## config.mk

```make
export PLATFORM = sky130hd
export DESIGN_NAME = sram_req_ctrl
export DESIGN_NICKNAME = d
export VERILOG_FILES = /design/src/rtl/sram_req_ctrl.sv
export SDC_FILE = /design/constraint.sdc
export NUM_CORES = 1
export LEC_CHECK = 0
export CORE_MARGIN = 5
export CORE_UTILIZATION = 62
export DETAILED_ROUTE_END_ITERATION = 7
export DONT_BUFFER_PORTS = 1
export PLACE_DENSITY = 0.78
export SETUP_SLACK_MARGIN = 0.1
export SLEW_MARGIN = 25
export SYNTH_ARGS = -nofsm -noshare
export SYNTH_HDL_FRONTEND = slang
export SYNTH_SLANG_ARGS = --single-unit
```

## constraint.sdc

```tcl
create_clock -name RW0_clk -period 2.78 [get_ports RW0_clk]
set_input_delay 0.278 -clock RW0_clk [delete_from_list [all_inputs] [get_ports RW0_clk]]
set_output_delay 0.278 -clock RW0_clk [all_outputs]
set_load 0.1 [all_outputs]
```

## src/rtl/sram_req_ctrl.sv

```systemverilog
// sram_req_ctrl: request front-end for the single-port SRAM wrapper.
// Turns a valid/ready request stream into RW0_* strobes. Read data returns
// through a credit-guarded response FIFO with valid/ready backpressure.
module sram_req_ctrl #(
    parameter int unsigned ADDR_W    = 4,
    parameter int unsigned DATA_W    = 16,
    parameter int unsigned RSP_DEPTH = 4
) (
    input  logic              RW0_clk,
    input  logic              RW0_rst,
    // Request stream
    input  logic              req_valid,
    output logic              req_ready,
    input  logic              req_wmode,
    input  logic [ADDR_W-1:0] req_addr,
    input  logic [DATA_W-1:0] req_wdata,
    // Response stream
    output logic              rsp_valid,
    input  logic              rsp_ready,
    output logic [DATA_W-1:0] rsp_rdata,
    // Wrapper port
    output logic [ADDR_W-1:0] RW0_addr,
    output logic              RW0_en,
    output logic              RW0_wmode,
    output logic [DATA_W-1:0] RW0_wdata,
    input  logic [DATA_W-1:0] RW0_rdata,
    // Status
    output logic              idle
);

    localparam int unsigned CNT_W = $clog2(RSP_DEPTH + 1);
    localparam int unsigned PTR_W = (RSP_DEPTH > 1) ? $clog2(RSP_DEPTH) : 1;

    logic [CNT_W-1:0]  credit_cnt;
    logic [CNT_W-1:0]  fifo_cnt;
    logic [PTR_W-1:0]  wr_ptr;
    logic [PTR_W-1:0]  rd_ptr;
    logic [2:0]        rd_pipe;
    logic [DATA_W-1:0] fifo_mem [RSP_DEPTH];

    logic accept;
    logic accept_rd;
    logic push;
    logic pop;
    logic fifo_full;

    // Handshake decode and combinational outputs
    always_comb begin
        req_ready = (credit_cnt < CNT_W'(RSP_DEPTH));
        accept    = req_valid & req_ready;
        accept_rd = accept & ~req_wmode;
        // rd_pipe[2] marks the cycle RW0_rdata carries the oldest in-flight read
        push      = rd_pipe[2];
        rsp_valid = (fifo_cnt != '0);
        pop       = rsp_valid & rsp_ready;
        fifo_full = (fifo_cnt == CNT_W'(RSP_DEPTH));
        // The wrapper registers wdata itself at the accept edge
        RW0_wdata = req_wdata;
        rsp_rdata = rsp_valid ? fifo_mem[rd_ptr] : '0;
        idle      = ~RW0_en & (rd_pipe == 3'b000) & (fifo_cnt == '0);
    end

    // Issue stage: one-cycle en pulse per accepted request, addr/wmode held otherwise
    always_ff @(posedge RW0_clk or posedge RW0_rst) begin
        if (RW0_rst) begin
            RW0_en    <= 1'b0;
            RW0_wmode <= 1'b0;
            RW0_addr  <= '0;
        end else begin
            RW0_en <= accept;
            if (accept) begin
                RW0_wmode <= req_wmode;
                RW0_addr  <= req_addr;
            end
        end
    end

    // Read valid pipeline matching the wrapper's two-edge read path
    always_ff @(posedge RW0_clk or posedge RW0_rst) begin
        if (RW0_rst) begin
            rd_pipe <= 3'b000;
        end else begin
            rd_pipe <= {rd_pipe[1:0], accept_rd};
        end
    end

    // Credits: reads accepted but not yet popped, so the FIFO can never overflow
    always_ff @(posedge RW0_clk or posedge RW0_rst) begin
        if (RW0_rst) begin
            credit_cnt <= '0;
        end else begin
            unique case ({accept_rd, pop})
                2'b10:   credit_cnt <= credit_cnt + 1'b1;
                2'b01:   credit_cnt <= credit_cnt - 1'b1;
                default: credit_cnt <= credit_cnt;
            endcase
        end
    end

    // Response FIFO pointers and occupancy
    always_ff @(posedge RW0_clk or posedge RW0_rst) begin
        if (RW0_rst) begin
            wr_ptr   <= '0;
            rd_ptr   <= '0;
            fifo_cnt <= '0;
        end else begin
            if (push) begin
                wr_ptr <= (wr_ptr == PTR_W'(RSP_DEPTH - 1)) ? '0 : wr_ptr + 1'b1;
            end
            if (pop) begin
                rd_ptr <= (rd_ptr == PTR_W'(RSP_DEPTH - 1)) ? '0 : rd_ptr + 1'b1;
            end
            unique case ({push, pop})
                2'b10:   fifo_cnt <= fifo_cnt + 1'b1;
                2'b01:   fifo_cnt <= fifo_cnt - 1'b1;
                default: fifo_cnt <= fifo_cnt;
            endcase
        end
    end

    // Response FIFO storage; contents are don't-care until pushed
    always_ff @(posedge RW0_clk) begin
        if (push) begin
            fifo_mem[wr_ptr] <= RW0_rdata;
        end
    end

    a_no_push_full: assert property (@(posedge RW0_clk) disable iff (RW0_rst)
        !(push && fifo_full));
    a_credit_bound: assert property (@(posedge RW0_clk) disable iff (RW0_rst)
        credit_cnt <= CNT_W'(RSP_DEPTH));

endmodule

```

==> metrics.md <==
| Metric | Value |
|---|---|
| Post-route minimum period | `between 2 and 2.5 ns` |
| Most frequent cells in the layout | `64 x edfxtp_1, 21 x buf_4, 20 x and2_1` |
| DRT Pass-1 Iters | `4` |
| Worst hold path type | `in -> reg` |
| Num CTS Buffers | `9` |
| Post-DR wirelength/cell | `roughly 21 um` |
| Largest net degree at the start of global routing | `20` |
| Synthesized cell area | `3450 um^2` |
| R2r worst-path depth | `6` |
| Synth Area per Inst | `around 18 um^2` |
| CTS max path bufs | `2` |
| Startpoint types | `flip-flop` |
| Min-delay src | `RW0_rdata[8]` |
| Die H | `about 85 um` |
| Core Region | `5470 um^2` |
| Max-cap violations | `0` |
| IO Port Bufs | `0` |
| Initial Util | `0.630` |
| Final setup TNS | `0 ns` |
| H-tree depth | `3` |
| DR iter-0 viols | `80` |
| Critical path startpoint | `rd_ptr[1]` |
| Final HPWL DP | `between 4000 and 5000 um` |
| Critical path required time | `roughly 2.5 ns` |
| Final Max Slew Viols | `0` |
| Initial antenna violation count | `0` |
| First-pass GRT wire length | `between 9000 and 10000 um` |
| Clock Sink Count | `83` |
| Worst skew pair latency | `0.34 ns` |
| YS warnings | `0` |
| Fin crit share | `0.832` |
| Net Count, Synth | `between 200 and 250` |
| Gr ovfl total | `0` |
| Setup violators final | `0` |
| CTS tree | `yes` |
| Critical Path Sink Type | `output pin` |
| Vias in the first global route | `between 1.5k and 2k` |
| DRC viols | `0` |
| Ports | `82` |
| Hold path depth | `0` |
| Clock slew seen by the registers of the worst setup and hold paths | `0.08 ns` |
| Arr. time, crit path | `2.03 ns` |
| Placer Congestion | `roughly 0.70` |
| Routed vias/inst | `5.72` |
| Maximum fanout along the worst path | `18` |
| Final Util | `0.681` |
| Post-synth cell types | `22` |
| RSZ-0062 raised after global routing | `false` |
| Commonest non-fill, non-tap cell in the layout | `edfxtp_1` |
| Relative slew slack | `0.392` |
| Post-route ant nets | `0` |
| Share of cells above drive strength 1 | `0.292` |
| Die width | `84.6 um` |
| Reg-to-reg startpoint | `fifo_cnt[0]` |
| Vias | `about 1.6k` |
| All-layer global routing usage | `0.182` |
| Status | `finished clean` |
| Seq/Total Area, Yosys | `0.695` |
| Layout area overhead | `7.98%` |
| Gate count after technology mapping | `192` |
| Type of the worst setup path | `reg -> out` |
| Final Hold Fails | `0` |
| CTS root buf | `clkbuf_8` |
| Skew final | `0.00581 ns` |
| Rows | `27` |
| Total wire length | `5920 um` |
| F_max | `433 MHz` |
| Die area | `slightly above 7000 um^2` |
| Worst-margin pin slew | `0.911 ns` |
| Diodes inserted | `0` |
| Seq cells post-synth | `83` |
| Nets@finish | `254` |
through the flow:
stage	hold slack, ns	setup WS [ns]	instances	instance area, um^2
6_report	0.0279	0.468	281	3720
5_1_grt	0.00231	0.385	281	3720
4_1_cts	0.0128	0.430	281	3720
3_5_place_dp	0.315	0.809	263	3530
3_3_place_gp	0.285	0.872	263	3530
2_1_floorplan	0.229	0.201	192	3450
repair_timing:
action	4_1_cts	5_1_grt
buffers inserted	0	0
hold buffers	2	0
hold endpoints to repair	20	0
resized for setup	0	0
state kept, by name (all words and copies together), names as in the netlist:
signal and count:
fifo_mem 64, RW0_addr 4, credit_cnt 3, fifo_cnt 3, rd_pipe 3, rd_ptr 2
wr_ptr 2, RW0_en 1, RW0_wmode 1
path summary, 6_finish.rpt:
check,slack [ns],endpoint
setup / recovery,0.47,rsp_rdata[0]
hold / removal,0.03,fifo_mem[2][8]
setup reg to reg,0.73,fifo_cnt[1]
hold reg to reg,0.37,rd_pipe[1]
max in group asynchronous,1.83,fifo_cnt[1]
min in group asynchronous,0.50,RW0_addr[1]
cells in the mapped netlist:
cell type  instances  area (um^2)
ha_1               7         87.6
inv_1             12         45.0
mux2_4             2         30.0
or3_1              2         12.5
edfxtp_1          64         1920
o21ai_0            3         15.0
buf_2              3         15.0
buf_6              2         22.5
xnor2_1            3         26.3
or4_1              1         7.51
mux2_2             5         56.3
nor2_1             5         18.8
mux2i_1            1         10.0
buf_4             17          128
xor2_1             3         26.3
nand2_1            3         11.3
and2_1            20          125
or2_2              1         6.26
dfrtp_1           19          475
and2_4             1         8.76
fa_1               2         40.0
mux4_2            16          360
layer usage:
| layer | GRT usage | wire length (um) |
|---|---|---|
| met1 | 0.197 | 2040 |
| met2 | 0.300 | 3070 |
| met3 | 0.0628 | 506 |
| met4 | 0.121 | 312 |
| met5 | 0 | 0 |
layout make-up:
class | instances | area, um^2
inverters | 12 | 45.0
clock buffers | 12 | 145
multi-input cells | 75 | 845
repair buffers | 23 | 178
fillers | 382 | 1750
well taps | 72 | 90.1
flip-flops and latches | 83 | 2400
clock inverters | 4 | 25.0
logic make-up (layout without fill, tap and decap cells):
logic type	count (synthesis)	after routing	share of synthesized area
xor gates and xnor gates	6	6	0.0152
buffers and inverters	34	51	0.0609
DFF	83	83	0.695
muxes	24	24	0.132
and+or+nand+nor	33	33	0.0551
AOI/OAI and AO/OA	3	3	0.00435
adders and majority gates	9	9	0.0370
critical path: stages (launching register included):
cell and delay, ns:
dfrtp_1 0.87, mux4_2 0.41, and2_1 0.18, buf_4 0.23
Power is not shown: default switching activity piles up to over one toggle a cycle in this logic, so the estimate is an artifact.
